<file path="config.mk">
export PLATFORM = sky130hd
export DESIGN_NAME = vrf_wb_queue_flat
export DESIGN_NICKNAME = d
export VERILOG_FILES = /design/src/rtl/vrf_wb_queue_if.sv /design/src/rtl/vrf_wb_queue.sv /design/src/flat_wrapper.sv
export SDC_FILE = /design/constraint.sdc
export NUM_CORES = 1
export LEC_CHECK = 0
export BUFFER_PORTS_ARGS = -buffer_cell sky130_fd_sc_hd__buf_2
export CORE_MARGIN = 1.5
export CORE_UTILIZATION = 50
export CTS_BUF_LIST = sky130_fd_sc_hd__clkbuf_2 sky130_fd_sc_hd__clkbuf_4 sky130_fd_sc_hd__clkbuf_8
export CTS_CLUSTER_SIZE = 14
export DETAILED_ROUTE_END_ITERATION = 12
export PLACE_DENSITY = 0.71
export SYNTH_ARGS = -nofsm -noshare
export SYNTH_HDL_FRONTEND = slang
export SYNTH_SLANG_ARGS = --single-unit
export TNS_END_PERCENT = 20
</file>
<file path="constraint.sdc">
create_clock -name clk -period 5.3 [get_ports clk]
set_input_delay 1.06 -clock clk [delete_from_list [all_inputs] [get_ports clk]]
set_output_delay 1.06 -clock clk [all_outputs]
set_load 0.02 [all_outputs]
</file>
<file path="src/rtl/vrf_wb_queue_if.sv">
`default_nettype none
// ============================================================================
// Module  : vrf_wb_queue_if
// Brief   : FU write-back channels and regfile write ports seen by vrf_wb_queue
// Rev     : 1.0  initial release
// ============================================================================
interface vrf_wb_queue_if #(
  parameter int ADDR_WIDTH = 5,
  parameter int DATA_WIDTH = 16
);
  logic                  fu0_vld;
  logic                  fu0_rdy;
  logic [ADDR_WIDTH-1:0] fu0_waddr;
  logic [DATA_WIDTH-1:0] fu0_wmask;
  logic [DATA_WIDTH-1:0] fu0_wdata;
  logic                  fu1_vld;
  logic                  fu1_rdy;
  logic [ADDR_WIDTH-1:0] fu1_waddr;
  logic [DATA_WIDTH-1:0] fu1_wmask;
  logic [DATA_WIDTH-1:0] fu1_wdata;

  logic                  wr0_vld;
  logic                  wr0_conflict;
  logic [ADDR_WIDTH-1:0] waddr0;
  logic [DATA_WIDTH-1:0] wmask0;
  logic [DATA_WIDTH-1:0] wdata0;
  logic                  wr1_vld;
  logic                  wr1_conflict;
  logic [ADDR_WIDTH-1:0] waddr1;
  logic [DATA_WIDTH-1:0] wmask1;
  logic [DATA_WIDTH-1:0] wdata1;

  logic [1:0]            starve_hold;
  logic                  idle;

  // master: the write-back queue (initiator of regfile writes)
  modport master (
    input  fu0_vld, fu0_waddr, fu0_wmask, fu0_wdata,
    input  fu1_vld, fu1_waddr, fu1_wmask, fu1_wdata,
    output fu0_rdy, fu1_rdy,
    output wr0_vld, waddr0, wmask0, wdata0,
    output wr1_vld, waddr1, wmask1, wdata1,
    input  wr0_conflict, wr1_conflict,
    output starve_hold, idle
  );

  modport slave (
    output fu0_vld, fu0_waddr, fu0_wmask, fu0_wdata,
    output fu1_vld, fu1_waddr, fu1_wmask, fu1_wdata,
    input  fu0_rdy, fu1_rdy,
    input  wr0_vld, waddr0, wmask0, wdata0,
    input  wr1_vld, waddr1, wmask1, wdata1,
    output wr0_conflict, wr1_conflict,
    input  starve_hold, idle
  );
endinterface
`default_nettype wire

</file>
<file path="src/rtl/vrf_wb_queue.sv">
`default_nettype none
// ============================================================================
// Module  : vrf_wb_queue
// Brief   : Two-channel VRF write-back FIFOs with conflict retry and
//           anti-starvation hold. Optional same-cycle bypass: VRF_WB_BYPASS_EN.
// Rev     : 1.0  initial release
// ============================================================================
module vrf_wb_queue #(
  parameter int DEPTH        = 4,
  parameter int ADDR_WIDTH   = 5,
  parameter int DATA_WIDTH   = 16,
  parameter int STARVE_LIMIT = 3
) (
  input  logic               clk,
  input  logic               rstn,
  vrf_wb_queue_if.master     bus
);
  localparam int c_PTR_W = $clog2(DEPTH);
  localparam int c_CNT_W = c_PTR_W + 1;
  localparam int c_SW    = $clog2(STARVE_LIMIT + 1);

  logic                  r_run;
  logic [1:0]            w_fu_vld;
  logic [1:0]            w_fu_rdy;
  logic [1:0]            w_wr_vld;
  logic [1:0]            w_wr_conflict;
  logic [1:0]            w_hold;
  logic [1:0]            w_serve;
  logic [1:0]            w_at_limit;
  logic [1:0]            w_empty;
  logic                  w_idle;
  logic [ADDR_WIDTH-1:0] w_fu_waddr [2];
  logic [DATA_WIDTH-1:0] w_fu_wmask [2];
  logic [DATA_WIDTH-1:0] w_fu_wdata [2];
  logic [ADDR_WIDTH-1:0] w_waddr    [2];
  logic [DATA_WIDTH-1:0] w_wmask    [2];
  logic [DATA_WIDTH-1:0] w_wdata    [2];

  assign w_fu_vld      = {bus.fu1_vld, bus.fu0_vld};
  assign w_wr_conflict = {bus.wr1_conflict, bus.wr0_conflict};
  assign w_fu_waddr[0] = bus.fu0_waddr;
  assign w_fu_waddr[1] = bus.fu1_waddr;
  assign w_fu_wmask[0] = bus.fu0_wmask;
  assign w_fu_wmask[1] = bus.fu1_wmask;
  assign w_fu_wdata[0] = bus.fu0_wdata;
  assign w_fu_wdata[1] = bus.fu1_wdata;

  // Port 0 wins when both starve counters hit the limit together.
  assign w_hold[1]  = w_at_limit[0];
  assign w_hold[0]  = w_at_limit[1] & ~w_at_limit[0];
  assign w_serve[0] = w_hold[1];
  assign w_serve[1] = w_hold[0];

  // Keeps fuN_rdy low until the first clock edge after reset release.
  always_ff @(posedge clk or negedge rstn) begin
    if (!rstn) r_run <= 1'b0;
    else       r_run <= 1'b1;
  end

  for (genvar n = 0; n < 2; n++) begin : g_ch
    logic [ADDR_WIDTH-1:0] r_mem_addr [DEPTH];
    logic [DATA_WIDTH-1:0] r_mem_mask [DEPTH];
    logic [DATA_WIDTH-1:0] r_mem_data [DEPTH];
    logic [c_PTR_W-1:0]    r_wr_ptr;
    logic [c_PTR_W-1:0]    r_rd_ptr;
    logic [c_CNT_W-1:0]    r_count;
    logic [c_SW-1:0]       r_starve;
    logic                  w_full;
    logic                  w_push;
    logic                  w_pop;
    logic                  w_enq;
    logic                  w_byp;

    assign w_empty[n]    = (r_count == '0);
    assign w_full        = (r_count == c_CNT_W'(DEPTH));
    assign w_at_limit[n] = (r_starve == c_SW'(STARVE_LIMIT));
    assign w_fu_rdy[n]   = r_run & ~w_full;
    assign w_push        = w_fu_vld[n] & w_fu_rdy[n];
`ifdef VRF_WB_BYPASS_EN
    assign w_byp         = w_empty[n] & w_push;
`else
    assign w_byp         = 1'b0;
`endif
    assign w_wr_vld[n]   = (~w_empty[n] | w_byp) & ~w_hold[n];
    assign w_pop         = w_wr_vld[n] & ~w_wr_conflict[n] & ~w_empty[n];
    // A bypassed write that lands cleanly never occupies a FIFO slot.
    assign w_enq         = w_push & ~(w_byp & w_wr_vld[n] & ~w_wr_conflict[n]);

    assign w_waddr[n] = w_byp ? w_fu_waddr[n] : (w_empty[n] ? '0 : r_mem_addr[r_rd_ptr]);
    assign w_wmask[n] = w_byp ? w_fu_wmask[n] : (w_empty[n] ? '0 : r_mem_mask[r_rd_ptr]);
    assign w_wdata[n] = w_byp ? w_fu_wdata[n] : (w_empty[n] ? '0 : r_mem_data[r_rd_ptr]);

    always_ff @(posedge clk) begin
      if (w_enq) begin
        r_mem_addr[r_wr_ptr] <= w_fu_waddr[n];
        r_mem_mask[r_wr_ptr] <= w_fu_wmask[n];
        r_mem_data[r_wr_ptr] <= w_fu_wdata[n];
      end
    end

    always_ff @(posedge clk or negedge rstn) begin
      if (!rstn) begin
        r_wr_ptr <= '0;
        r_rd_ptr <= '0;
        r_count  <= '0;
        r_starve <= '0;
      end else begin
        if (w_enq) r_wr_ptr <= r_wr_ptr + c_PTR_W'(1);
        if (w_pop) r_rd_ptr <= r_rd_ptr + c_PTR_W'(1);
        r_count <= r_count + c_CNT_W'(w_enq) - c_CNT_W'(w_pop);
        // Serving cycle clears the counter even if the write conflicted again.
        if (w_empty[n] | w_pop | w_serve[n])
          r_starve <= '0;
        else if (w_wr_vld[n] & w_wr_conflict[n] & ~w_at_limit[n])
          r_starve <= r_starve + c_SW'(1);
      end
    end
  end

`ifdef VRF_WB_BYPASS_EN
  assign w_idle = (&w_empty) & ~(|w_fu_vld);
`else
  assign w_idle = &w_empty;
`endif

  assign bus.fu0_rdy     = w_fu_rdy[0];
  assign bus.fu1_rdy     = w_fu_rdy[1];
  assign bus.wr0_vld     = w_wr_vld[0];
  assign bus.wr1_vld     = w_wr_vld[1];
  assign bus.waddr0      = w_waddr[0];
  assign bus.wmask0      = w_wmask[0];
  assign bus.wdata0      = w_wdata[0];
  assign bus.waddr1      = w_waddr[1];
  assign bus.wmask1      = w_wmask[1];
  assign bus.wdata1      = w_wdata[1];
  assign bus.starve_hold = w_hold;
  assign bus.idle        = w_idle;
endmodule
`default_nettype wire

</file>
<file path="src/flat_wrapper.sv">
// flat-port wrapper written by rule: the top's interface ports become plain ports
module vrf_wb_queue_flat 
#(
  parameter int DEPTH        = 4,
  parameter int ADDR_WIDTH   = 5,
  parameter int DATA_WIDTH   = 16,
  parameter int STARVE_LIMIT = 3
)
  (clk, rstn, bus_fu0_vld, bus_fu0_waddr, bus_fu0_wmask, bus_fu0_wdata, bus_fu1_vld, bus_fu1_waddr, bus_fu1_wmask, bus_fu1_wdata, bus_fu0_rdy, bus_fu1_rdy, bus_wr0_vld, bus_waddr0, bus_wmask0, bus_wdata0, bus_wr1_vld, bus_waddr1, bus_wmask1, bus_wdata1, bus_wr0_conflict, bus_wr1_conflict, bus_starve_hold, bus_idle);
  vrf_wb_queue_if #(.ADDR_WIDTH(ADDR_WIDTH), .DATA_WIDTH(DATA_WIDTH)) bus_i ();
  input  logic clk;
  input  logic rstn;
  input wire logic [$bits(bus_i.fu0_vld)-1:0] bus_fu0_vld;
  input wire logic [$bits(bus_i.fu0_waddr)-1:0] bus_fu0_waddr;
  input wire logic [$bits(bus_i.fu0_wmask)-1:0] bus_fu0_wmask;
  input wire logic [$bits(bus_i.fu0_wdata)-1:0] bus_fu0_wdata;
  input wire logic [$bits(bus_i.fu1_vld)-1:0] bus_fu1_vld;
  input wire logic [$bits(bus_i.fu1_waddr)-1:0] bus_fu1_waddr;
  input wire logic [$bits(bus_i.fu1_wmask)-1:0] bus_fu1_wmask;
  input wire logic [$bits(bus_i.fu1_wdata)-1:0] bus_fu1_wdata;
  output wire logic [$bits(bus_i.fu0_rdy)-1:0] bus_fu0_rdy;
  output wire logic [$bits(bus_i.fu1_rdy)-1:0] bus_fu1_rdy;
  output wire logic [$bits(bus_i.wr0_vld)-1:0] bus_wr0_vld;
  output wire logic [$bits(bus_i.waddr0)-1:0] bus_waddr0;
  output wire logic [$bits(bus_i.wmask0)-1:0] bus_wmask0;
  output wire logic [$bits(bus_i.wdata0)-1:0] bus_wdata0;
  output wire logic [$bits(bus_i.wr1_vld)-1:0] bus_wr1_vld;
  output wire logic [$bits(bus_i.waddr1)-1:0] bus_waddr1;
  output wire logic [$bits(bus_i.wmask1)-1:0] bus_wmask1;
  output wire logic [$bits(bus_i.wdata1)-1:0] bus_wdata1;
  input wire logic [$bits(bus_i.wr0_conflict)-1:0] bus_wr0_conflict;
  input wire logic [$bits(bus_i.wr1_conflict)-1:0] bus_wr1_conflict;
  output wire logic [$bits(bus_i.starve_hold)-1:0] bus_starve_hold;
  output wire logic [$bits(bus_i.idle)-1:0] bus_idle;
  assign bus_i.fu0_vld = bus_fu0_vld;
  assign bus_i.fu0_waddr = bus_fu0_waddr;
  assign bus_i.fu0_wmask = bus_fu0_wmask;
  assign bus_i.fu0_wdata = bus_fu0_wdata;
  assign bus_i.fu1_vld = bus_fu1_vld;
  assign bus_i.fu1_waddr = bus_fu1_waddr;
  assign bus_i.fu1_wmask = bus_fu1_wmask;
  assign bus_i.fu1_wdata = bus_fu1_wdata;
  assign bus_fu0_rdy = bus_i.fu0_rdy;
  assign bus_fu1_rdy = bus_i.fu1_rdy;
  assign bus_wr0_vld = bus_i.wr0_vld;
  assign bus_waddr0 = bus_i.waddr0;
  assign bus_wmask0 = bus_i.wmask0;
  assign bus_wdata0 = bus_i.wdata0;
  assign bus_wr1_vld = bus_i.wr1_vld;
  assign bus_waddr1 = bus_i.waddr1;
  assign bus_wmask1 = bus_i.wmask1;
  assign bus_wdata1 = bus_i.wdata1;
  assign bus_i.wr0_conflict = bus_wr0_conflict;
  assign bus_i.wr1_conflict = bus_wr1_conflict;
  assign bus_starve_hold = bus_i.starve_hold;
  assign bus_idle = bus_i.idle;
  vrf_wb_queue #(.DEPTH(DEPTH), .ADDR_WIDTH(ADDR_WIDTH), .DATA_WIDTH(DATA_WIDTH), .STARVE_LIMIT(STARVE_LIMIT)) u_core (.clk(clk), .rstn(rstn), .bus(bus_i));
endmodule
</file>
==> metrics.sh <==
WL_MM=22.5
MAPPEDNETLISTAREA_SQ_UM=12300
CRITICAL_PATH.MAX_FANOUT=20
LAYOUT.CORE_UTILIZATION=0.594
CTS_TREE='built'
CTS_HOLD_BUFFERS=0
CLOCK_PATH_BUFFERS=3
DRT_FIRST_PASS_ITERS=4
REPORT.FINAL.SLEW_VIOL_COUNT=0
CLK_LATENCY_PS=530
BUFFER_PORTS.INSERTED=160
TOTALNEGATIVESETUPSLACK_PS=0
AREA_GROWTH_PCT=16.8
REPORT.FINAL.HOLD_VIOL_COUNT=0
POWER_REPORT.INTERNAL_TOTAL_mW=5.32
POST-DP-HPWL_MM=13.8
WORST-SLEW-PIN-TRANSITION_PS=1090
POST_DRT_VIA_CELL_RATIO=5.29
SYNTH_NETS=671
FMAX_MHz=264
POST_PLACE_WORST_SLACK_PS=1990
FINALSETUPVIOLATIONS=0
GRT_USAGE=0.181
CRITICAL_PATH.STARTPOINT_TYPE='flop'
VIA_COUNT_OF_THE_FIRST_GLOBAL_ROUTING_PASS=6561
MAX-CAP-VIOLATIONS=0
FINALINSTANCEAREA_SQ_UM=14400
NUMBER_OF_DRC_MARKERS_AFTER_THE_INITIAL_DETAILED_ROUTE_ITERATION=386
TIMING.HOLD.WS_PS=463
MAXIMUM_NUMBER_OF_PINS_ON_ONE_NET_BEFORE_GLOBAL_ROUTE_REPAIR=39
ROW_COUNT=57
CTS-ROOT-BUF='clkbuf_8'
IO-PIN-COUNT=161
TRITONCTS_SINK_COUNT=315
YOSYSUNIQUECELLTYPES=33
YS_FF_LATCH=315
HOLDCRITPATHCLASS='input port to asynchronous set/reset pin'
CORE_SQ_UM=24200
CLK_PIN_SLEW_PS=60
POSTSYNTH.ASYNCRESETSHARE=0.0603
AVGROUTEDWIREPERCELL_UM=20.0
SHARE_SEQ_OF_TOTAL_POWER=0.430
WORST_CLOCK_SKEW_PS=15.7
OUTCOME='finished clean'
SYNTH_ENABLE_FLOP_CELLS=296
ANTENNA_LEFT=0
DIEWIDTH_UM=160
POWER_FRAC_CLOCK=0.249
POWERDENSITY_nW_PER_UM2=547
GRT_FIRST_PASS_WIRELENGTH_MM=35.5
POST_CTS_RESIZE_COUNT=0
DRIVE_ABOVE_1_SHARE=0.413
HTREEDEPTH=2
POST-CTS-SETUP-BUFFERS=0
FINALCRITPERIODSHARE=0.714
CRIT_ARRIVAL_PS=2720
DIE_H_UM=160
VIA_COUNT=5955
ANTENNA_FOUND_INITIAL=4
DIE_FOOTPRINT_SQ_UM=25600
CRITICAL_PATH_DATA_REQUIRED_TIME_PS=4240
POWER.SHARE.COMBINATIONAL=0.321
WORST_IR_DROP_VDD_mV=0.362
PLACED_CELL_AREA_SQ_UM=13400
SWITCHING_POWER_mW=2.56
TIMING.FINAL.WS_SETUP_PS=1520
COUNT_OF_UNRESOLVED_DRC_VIOLATIONS_AFTER_ROUTING=0
MAXSLEWHEADROOM=0.269
CRITPATHKIND='flop to primary output'
YS.FLOP_TYPE='edfxtp_1'
YOSYS_WARNINGS=0
FINAL_PERIOD_MINUS_WORST_SETUP_SLACK_PS=3780
POWER.STATIC_LEAKAGE_nW=5.11
NETSWITCHINGFRACTION=0.325
CTS-BUFFERS-INSERTED=49
NNETSFINAL=861
SYNTH_CELLS=574
INITIAL_STANDARD_CELL_UTILIZATION_OF_THE_CORE=0.508
SYN_AREA_PER_CELL_SQ_UM=21.5
GP_ROUTABILITY_CONGESTION=0.698
GRT_OVERFLOW_TOTAL=0
GRT_SETUP_UNREPAIRED='false'
FILL_CELL_INSTANCE_COUNT_OF_THE_FINAL_LAYOUT=1821
SEQ_AREA_FRAC_SYNTH=0.760
CP_CAPTURE_TYPE='primary output'
==> final cells by class <==
type                            count  area [sq um]  area share
Sequential cell                   315          9370       0.651
Multi-Input combinational cell    218          2760       0.192
Clock buffer                       72           878      0.0610
Timing Repair Buffer              164           831      0.0577
Tap cell                          324           405      0.0282
Clock inverter                     15          86.3     0.00600
Inverter                           16          60.1     0.00417
Antenna cell                        2          5.00    0.000348
==> cells in the final DEF (no fill, tap or decap), types with 4 or more instances in the layout <==
cell type,count
mux4_2,74
clkinv_1,11
buf_4,4
clkbuf_4,18
buf_2,160
xnor2_1,5
dfrtp_1,15
ha_1,15
inv_1,16
and2_2,8
dfrtp_2,4
clkbuf_8,54
nor2b_1,72
edfxtp_1,296
o21ai_0,4
xor2_1,5
==> per-layer routing <==
| layer | GRT usage | vias up | wire, um | share of wire |
|---|---|---|---|---|
| li1 | - | 2678 | - | - |
| met1 | 0.227 | 3048 | 8910 | 0.40 |
| met2 | 0.311 | 193 | 11600 | 0.52 |
| met3 | 0.0517 | 30 | 1690 | 0.075 |
| met4 | 0.0467 | 6 | 240 | 0.011 |
| met5 | 0 | - | 37 | 0.0016 |
==> synth_stat cells, drive strengths merged, types with 3 or more instances <==
cell type | count | share of area
nor2b | 72 | 0.037
xnor2 | 5 | 0.0036
edfxtp | 296 | 0.72
nor3 | 5 | 0.0034
inv | 16 | 0.0049
ha | 15 | 0.015
mux4 | 74 | 0.14
xor2 | 5 | 0.0036
and2 | 11 | 0.0056
dfrtp | 19 | 0.039
and2b | 3 | 0.0018
clkbuf | 11 | 0.0034
buf | 14 | 0.0091
o21ai | 4 | 0.0016
==> power by group through the flow <==
stage	Sequential, mW	Clock [mW]	Combinational, mW
4_1_cts	3.41	2.01	2.58
2_1_floorplan	3.20	0	2.04
3_3_place_gp	3.43	0	2.53
3_5_place_dp	3.46	0	2.57
5_1_grt	3.45	2.12	2.73
6_report	3.39	1.96	2.53
==> through the flow <==
step / std cells / total power, mW
4_1_cts: 1124 / 8.00
5_1_grt: 1124 / 8.30
3_3_place_gp: 1037 / 5.96
2_1_floorplan: 574 / 5.24
6_report: 1126 / 7.88
3_5_place_dp: 1037 / 6.03
==> state kept, by name, indices dropped and copies added, names as in the netlist <==
register / cells
u_core.g_ch.r_mem_data: 128
u_core.g_ch.r_mem_mask: 128
u_core.g_ch.r_mem_addr: 40
u_core.g_ch.r_count: 6
u_core.g_ch.r_rd_ptr: 4
u_core.g_ch.r_starve: 4
u_core.g_ch.r_wr_ptr: 4
u_core.r_run: 1
==> logic make-up (layout without fill, tap and decap cells) <==
| logic type | Yosys count | after routing | synth area share |
|---|---|---|---|
| buffers and inverters | 41 | 267 | 0.0174 |
| multiplexers | 76 | 76 | 0.137 |
| XOR/XNOR | 10 | 10 | 0.00711 |
| adder cells (fa/ha/maj) | 17 | 17 | 0.0185 |
| AND/OR/NAND/NOR | 101 | 101 | 0.0525 |
| AO/OA/AOI/OAI | 13 | 13 | 0.00741 |
| other | 1 | 3 | 0.000304 |
| flip-flops | 315 | 315 | 0.760 |
==> path summary, 6_finish.rpt <==
| check | from | end | slack [ps] | cells past startpoint |
|---|---|---|---|---|
| worst max-delay path | u_core.g_ch[1].r_rd_ptr[0] | bus_wmask1[0] | 1520 | 4 |
| worst min-delay path | rstn | u_core.g_ch[0].r_count[0] | 460 | 1 |
| worst max register to register | u_core.g_ch[1].r_count[1] | u_core.g_ch[1].r_count[2] | 2450 | 7 |
| worst min register to register | u_core.g_ch[1].r_starve[1] | u_core.g_ch[1].r_starve[1] | 560 | 2 |
| max in group asynchronous | rstn | u_core.g_ch[1].r_rd_ptr[1] | 4500 | 1 |
| min in group clk | u_core.g_ch[1].r_starve[1] | u_core.g_ch[1].r_starve[1] | 560 | 2 |
==> critical path, cell delays in order (launching register included) <==
cell and delay [ps]:
dfrtp_2 810, buf_4 480, mux4_2 570, nor2b_1 140, buf_2 170
Note: power is estimated with default switching activity, not from simulation.
